==> src/rtl/instr_fetch.sv <==
// -----------------------------------------------------------------------------
// instr_fetch
//
// Instruction fetch and issue front end.  Reads a 16-bit instruction from
// memory at PC, latches it into IR, hands it to the controller with a
// one-cycle start pulse, then waits for the controller to finish before
// fetching the next word.  The controller may redirect the PC while it is
// executing.
//
// Ports
//   clk        in   1   sole clock, rising edge
//   reset      in   1   asynchronous reset, active low
//   mem_addr   out  9   instruction read address (always PC)
//   mem_rd     out  1   read request
//   mem_rdata  in   16  read data, valid with mem_ready
//   mem_ready  in   1   read complete
//   w          in   1   controller waiting for an instruction
//   pc_load    in   1   branch target write strobe (honoured in EXEC only)
//   pc_in      in   9   branch target
//   s          out  1   one-cycle start pulse to the controller
//   opcode     out  3   IR[15:13]
//   op         out  2   IR[12:11]
//   rn         out  3   IR[10:8]
//   rd         out  3   IR[7:5]
//   shift      out  2   IR[4:3]
//   rm         out  3   IR[2:0]
//   sximm8     out  16  IR[7:0] sign-extended
//   sximm5     out  16  IR[4:0] sign-extended
//   PC         out  9   program counter
//   halted     out  1   halt instruction reached
//   fault      out  1   memory read timed out
//
// Build option
//   FETCH_TIMEOUT_EN  when defined, a read outstanding for 15 WAITMEM cycles
//                     moves the block to FAULT.  When undefined the read waits
//                     forever and fault is tied low.
//
// States
//   state   | meaning
//   --------+---------------------------------------------------------------
//   FETCH   | launch a read at PC
//   WAITMEM | read outstanding, mem_rd held high
//   ISSUE   | IR valid, waiting for the controller to be ready
//   EXEC    | controller busy; wait for w to drop and then rise again
//   HALT    | halt opcode seen, frozen until reset
//   FAULT   | read timed out, frozen until reset
// -----------------------------------------------------------------------------
module instr_fetch (
   input  logic        clk,
   input  logic        reset,
   output logic [8:0]  mem_addr,
   output logic        mem_rd,
   input  logic [15:0] mem_rdata,
   input  logic        mem_ready,
   input  logic        w,
   input  logic        pc_load,
   input  logic [8:0]  pc_in,
   output logic        s,
   output logic [2:0]  opcode,
   output logic [1:0]  op,
   output logic [2:0]  rn,
   output logic [2:0]  rd,
   output logic [2:0]  rm,
   output logic [1:0]  shift,
   output logic [15:0] sximm8,
   output logic [15:0] sximm5,
   output logic [8:0]  PC,
   output logic        halted,
   output logic        fault
);

   typedef enum logic [2:0] {
      ST_FETCH   = 3'd0,
      ST_WAITMEM = 3'd1,
      ST_ISSUE   = 3'd2,
      ST_EXEC    = 3'd3,
      ST_HALT    = 3'd4,
      ST_FAULT   = 3'd5
   } state_t;

   localparam logic [2:0] OPC_HALT = 3'b111;

   state_t      state_q;
   logic [8:0]  pc_q;
   logic [15:0] ir_q;
   logic        s_q;
   logic        mem_rd_q;
   logic        halted_q;
   // Set once w has been seen low in EXEC; the next w high ends execution.
   logic        exec_w0_q;

`ifdef FETCH_TIMEOUT_EN
   // Down-counter loaded on entry to WAITMEM; terminal count 0 means the
   // 15th WAITMEM cycle has passed without mem_ready.
   localparam logic [3:0] TMO_LOAD = 4'd14;
   logic [3:0]  tmo_cnt_q;
   logic        fault_q;
`endif

   always_ff @(posedge clk or negedge reset) begin
      if (!reset) begin
         state_q   <= ST_FETCH;
         pc_q      <= 9'd0;
         ir_q      <= 16'd0;
         s_q       <= 1'b0;
         mem_rd_q  <= 1'b0;
         halted_q  <= 1'b0;
         exec_w0_q <= 1'b0;
`ifdef FETCH_TIMEOUT_EN
         tmo_cnt_q <= 4'd0;
         fault_q   <= 1'b0;
`endif
      end else begin
         // s is a pulse: only the ISSUE->EXEC transition raises it.
         s_q <= 1'b0;

         case (state_q)
            ST_FETCH: begin
               mem_rd_q <= 1'b1;
               state_q  <= ST_WAITMEM;
`ifdef FETCH_TIMEOUT_EN
               tmo_cnt_q <= TMO_LOAD;
`endif
            end

            ST_WAITMEM: begin
               if (mem_ready) begin
                  ir_q     <= mem_rdata;
                  pc_q     <= pc_q + 9'd1;
                  mem_rd_q <= 1'b0;
                  state_q  <= ST_ISSUE;
               end
`ifdef FETCH_TIMEOUT_EN
               else if (tmo_cnt_q == 4'd0) begin
                  mem_rd_q <= 1'b0;
                  fault_q  <= 1'b1;
                  state_q  <= ST_FAULT;
               end else begin
                  tmo_cnt_q <= tmo_cnt_q - 4'd1;
               end
`endif
            end

            ST_ISSUE: begin
               // A halt opcode never reaches the controller.
               if (ir_q[15:13] == OPC_HALT) begin
                  halted_q <= 1'b1;
                  state_q  <= ST_HALT;
               end else if (w) begin
                  s_q       <= 1'b1;
                  exec_w0_q <= 1'b0;
                  state_q   <= ST_EXEC;
               end
            end

            ST_EXEC: begin
               if (pc_load) begin
                  pc_q <= pc_in;
               end
               if (!exec_w0_q) begin
                  if (!w) begin
                     exec_w0_q <= 1'b1;
                  end
               end else if (w) begin
                  state_q <= ST_FETCH;
               end
            end

            ST_HALT: begin
            end

            ST_FAULT: begin
            end

            default: begin
               state_q <= ST_FETCH;
            end
         endcase
      end
   end

   assign mem_addr = pc_q;
   assign mem_rd   = mem_rd_q;
   assign PC       = pc_q;
   assign s        = s_q;
   assign halted   = halted_q;

`ifdef FETCH_TIMEOUT_EN
   assign fault = fault_q;
`else
   assign fault = 1'b0;
`endif

   assign opcode = ir_q[15:13];
   assign op     = ir_q[12:11];
   assign rn     = ir_q[10:8];
   assign rd     = ir_q[7:5];
   assign shift  = ir_q[4:3];
   assign rm     = ir_q[2:0];
   assign sximm8 = {{8{ir_q[7]}}, ir_q[7:0]};
   assign sximm5 = {{11{ir_q[4]}}, ir_q[4:0]};

endmodule

==> config.mk <==
export PLATFORM = sky130hd
export DESIGN_NAME = instr_fetch
export DESIGN_NICKNAME = d
export VERILOG_FILES = /design/src/rtl/instr_fetch.sv
export SDC_FILE = /design/constraint.sdc
export NUM_CORES = 1
export LEC_CHECK = 0
export ABC_AREA = 1
export BUFFER_PORTS_ARGS = -buffer_cell sky130_fd_sc_hd__buf_2
export CAP_MARGIN = 5
export CORE_MARGIN = 5
export CORE_UTILIZATION = 47
export CTS_BUF_LIST = sky130_fd_sc_hd__clkbuf_8
export CTS_CLUSTER_SIZE = 30
export DETAILED_ROUTE_END_ITERATION = 8
export PLACE_DENSITY_LB_ADDON = 0.15
export SYNTH_ARGS = -nofsm -noshare
export SYNTH_HDL_FRONTEND = slang
export SYNTH_SLANG_ARGS = --single-unit
==> constraint.sdc <==
create_clock -name clk -period 1.55 [get_ports clk]
set_input_delay 0.31 -clock clk [delete_from_list [all_inputs] [get_ports clk]]
set_output_delay 0.31 -clock clk [all_outputs]
set_load 0.005 [all_outputs]
# --- Yosys cells after proc, flatten, opt, wreduce, memory -nomap -nowiden ---
# Index checks and enable logic that the tools add are counted.
# Widths: inputs -> output; s select.
totals:
  reg_bits: 32
  output_inout_bits: 70
  elab_cells: 52
op_classes:
  n_addsub: 1
  eq_ne: 13
  mux: 19
  n_bitwise: 1
  reduce_logical: 11
op_table:
  columns: ["op", "count"]
  rows:
  - ["$mux 9", 2]
  - ["$pmux 9 s2", 1]
  - ["$mux 3", 5]
  - ["$pmux 3 s5", 1]
  - ["$ne 2x2->1 const B", 6]
  - ["$add 9x1->9 const B", 1]
  - ["$eq 3x3->1 const B", 3]
  - ["$mux 1", 8]
  - ["$eq 3x2->1 const B", 2]
  - ["$reduce_and 2->1", 3]
  - ["$reduce_and 3->1", 2]
  - ["$reduce_bool 2->1", 3]
  - ["$reduce_and 5->1", 1]
  - ["$pmux 1 s2", 2]
  - ["$eq 3x1->1 const B", 1]
  - ["$logic_not 3->1", 1]
  - ["$ne 3x3->1 const B", 1]
  - ["$reduce_or 2->1", 1]
  - ["$not 1->1", 1]

# --- Longest topological paths before layout ---
depth:
  word_depth: 4
  mapped_depth: 8
  ltp_nobuf: 8

# --- Worst setup path before layout ---
# Ideal clock, no wire load.
synth_path:
  path_type: "register -> register"
  from: "register pc_q[0] (netlist: PC[0])"
  to: "register pc_q[2] (netlist: PC[2])"
  setup_ns: 0.116
  arrival_time_ns: 1.101
  required_ns: 1.434
  setup_slack_ns: 0.332
  path_stages_with_launch: 7
  synth_period_minus_slack_ns: 1.218
  path_cell_list: "dfrtp_1 > ha_1 > or2_2 > nand3_1 > nand2_1 > nand2_1 > nand2_1"
synth_between:
  elab_chain_len: 3
synth_lines:
  columns: ["element", "line", "rtl"]
  rows:
  - ["start: declaration", "84", "logic [8:0] pc_q;"]
  - ["start signal: assignment", "129", "pc_q <= pc_q + 9'd1;"]
  - ["start signal: assignment", "158", "pc_q <= pc_in;"]
  - ["$add 9x1->9", "129", null]
  - ["$mux 9", "127", "if (mem_ready) begin"]
  - ["$pmux 9 s2", "117", "case (state_q)"]
# No other way between the ends. The select of a mux whose other input is x is not followed.
# A chain may end at the register's enable or synchronous reset.

# --- Worst setup path after layout ---
layout_path:
  from: "register state_q[2]"
  to: "register pc_q[0] (netlist: PC[0])"
layout_between:
  elab_chain_len: 3
  elab_cells_between_ends: 7
  cone_classes: "eq/ne: 4; mux: 1; reduce/logical: 2"
layout_lines:
  columns: ["element", "line", "rtl"]
  rows:
  - ["start: declaration", "83", "state_t state_q;"]
  - ["start signal: assignment", "102", "state_q <= ST_FETCH;"]
  - ["start signal: assignment", "120", "state_q <= ST_WAITMEM;"]
  - ["start signal: assignment", "131", "state_q <= ST_ISSUE;"]
  - ["$eq 3x2->1 or $eq 3x1->1 (tied branches)", "117", null]
  - ["$ne 2x2->1 (no source line) or $reduce_bool 2->1 (tied branches)", null, null]
  - ["$reduce_and 3->1 (no source line)", null, null]
# Parallel ways exist; a longest one is shown, timed or not.

==> flow_metrics.tcl <==
set metrics [dict create \
    status "complete, no violations" \
    synth_cells 264 \
    fin_skew_ns 0.00932 \
    postCtsSetupRepairBufs 0 \
    grt_use_total 0.161 \
    regArea_um2 801 \
    cts.sinks 32 \
    ys_seq_area_frac 0.415 \
    clock-root-buffer "clkbuf_8" \
    netlist_area_um2 1930 \
    critical-path-top-delay-family "simple AND/OR/NAND/NOR gates" \
    drt_iter0_drc 85 \
    r2r_slack_ns 0.17 \
    fillers 435 \
    crit_type "reg -> reg" \
    start_kind "flip-flop" \
    p_total_mw 4.48 \
    drv_cap 0 \
    reg2reg_depth 6 \
    synth_seq_cells 32 \
    cts_made_buffers 5 \
    drt-total-wl_um 4220 \
    cp.required_ns 1.71 \
    wl_per_cell_um 11.2 \
    yosys-top-cells-area "dfrtp_1 (41%), nand2_1 (22%), buf_4 (16%), nor2_1 (4.5%), nand3_1 (4.4%)" \
    final.period_utilization 0.888 \
    place_congestion 0.880 \
    rows 23 \
    area_growth_pct 16.8 \
    synth_top_area_frac 0.415 \
    synth_top_area_cell "dfrtp_1" \
    dpl.hpwl_um 3340 \
    cp-endpoint "PC[0]" \
    worstSetupPathDepth 6 \
    p_per_area_nw_per_um2 1980 \
    hold_path.startpoint "mem_rdata[7]" \
    tns_ns 0 \
    worstSetupEndpointType "flip-flop" \
    yosysWarnings 0 \
    vias 1733 \
    r2r-start "state_q[2]" \
    fin_nets 358 \
    ir_drop_uv 821 \
    multi_input_area_um2 717 \
    htreeDepth 2 \
    die_w_um 74.1 \
    hold_viol_final 0 \
    die-area_um2 5490 \
    grt_max_degree 18 \
    setup_viol 0 \
    drive_gt1_frac 0.360 \
    antenna_found_initial 0 \
    yosysMostFrequentCell "nand2_1" \
    via_per_inst 4.58 \
    hold_slack_ns 0.214 \
    ys_top_cells_by_count "nand2_1 (111), buf_4 (42), dfrtp_1 (32)" \
    core-area_um2 4000 \
    clk_pin_slew_ns 0.07 \
    critPathMaxFanout 15 \
    slew_violations 0 \
    syn_avg_cell_area_um2 7.32 \
    drc 0 \
    grt_overflow 0 \
    startpoint "state_q[2]" \
    cp_cell_sequence "nor2_2 > nand3_1 > nand2_2 > inv_1 > nand2_1 > o21ai_1" \
    cts_hold_buf 1 \
    grt_pass1_wl_um 6840 \
    async_reset_ff_frac 1.00 \
    hold_class "in -> reg" \
    cts_buffer_depth 2 \
    firstDrtPassIters 4 \
    antenna_left 0 \
    clk_latency_ns 0.28 \
    die_y_um 74.1 \
    tritoncts "done" \
    initial_core_util 0.483 \
    leakagePower_nw 1.38 \
    synth_edf_count 0 \
    portBuffers 98 \
    rsz0062_at_grt "false" \
    max_freq_mhz 727 \
    ys.flop_type "dfrtp_1" \
    crit_path_max_incr_delay_ns 0.46 \
    synth.distinct_cells 20 \
    grt_pass1_vias 1576 \
    fin_crit_ns 1.38 \
    io_pins 100 \
    crit_slowest_cell "dfrtp_1" \
    diodes 0 \
    synth_fp_nets 295 \
    r2r-end "PC[0]" \
    cts_resized 0 \
    worst_ep_arrival_time_ns 1.54 \
    cp_num_buf_inv 1 \
]
==> cell usage in the layout, fill, tap and decap left out <==
cell type / synthesis / routed
o21ai_0: 7 / 7
o21a_1: 1 / 1
clkinv_2: 0 / 2
nand3_1: 17 / 17
nand3_4: 1 / 1
o21ai_1: 1 / 1
nor2_1: 23 / 23
nor2_4: 1 / 1
dfrtp_1: 32 / 32
a21oi_1: 1 / 1
clkbuf_8: 0 / 6
nor2_2: 1 / 1
buf_4: 42 / 3
or2_2: 3 / 3
inv_2: 2 / 2
nand2_2: 1 / 1
dlygate4sd3_1: 0 / 1
inv_1: 14 / 14
buf_2: 1 / 98
nand2_1: 111 / 111
conb_1: 1 / 1
ha_1: 1 / 1
==> tightest hold or removal path, cell delays in order <==
cell,delay (ns)
buf_2,0.07
nand2_1,0.04
nand2_1,0.04
==> logic make-up (layout without fill, tap and decap cells) <==
family,count (synthesis),in the layout,share of synthesized area
buffers and inverters,62,126,0.214
AOI/OAI and AO/OA,10,10,0.0272
and+or+nand+nor,158,158,0.335
other,1,1,0.00194
adders and majority gates,1,1,0.00648
DFF,32,32,0.415
==> where the power goes <==
group | switching, mW | total, mW | internal [mW]
combinational | 1.20 | 2.20 | 0.994
clock | 0.306 | 0.660 | 0.354
sequential | 0.405 | 1.62 | 1.22
total | 1.91 | 4.48 | 2.56
==> flip-flops by register name, indices dropped and copies added (netlist names) <==
name and count:
ir_q 16, PC 9, state_q 3, exec_w0_q 1, halted 1, mem_rd 1, s 1
==> area by class of cell <==
cell class | instances | share of cell area
Clock buffer | 6 | 0.0366
Sequential cell | 32 | 0.355
Tap cell | 50 | 0.0277
Multi-Input combinational cell | 170 | 0.318
Timing Repair Buffer | 102 | 0.232
Clock inverter | 2 | 0.00444
Inverter | 16 | 0.0266
==> through the flow <==
step | area (um2) | cells | util | setup slack [ns]
final | 2260 | 378 | 0.564 | 0.174
after global routing | 2260 | 378 | 0.564 | 0.00398
after CTS | 2260 | 378 | 0.564 | 0.170
after detailed placement | 2150 | 369 | 0.538 | 0.194
after global placement | 2150 | 369 | 0.538 | 0.222
after floorplan | 1930 | 264 | - | 0.332
==> worst min path at each step <==
stage / slack [ns] / cells past startpoint / end
after floorplan: 0.01 / 0 / PC[0]
after global routing: 0.22 / 3 / ir_q[11]
final: 0.21 / 3 / ir_q[7]
after global placement: 0.25 / 1 / ir_q[9]
after detailed placement: 0.25 / 1 / ir_q[9]
after CTS: 0.21 / 3 / ir_q[7]
==> routing by layer <==
metal	up-vias	GRT usage	wire length, um
li1	889	-	-
met1	778	0.189	1790
met2	59	0.284	2010
met3	7	0.0351	358
met4	0	0.0664	63
met5	-	0	0
Note: power is estimated with default switching activity, not from simulation.
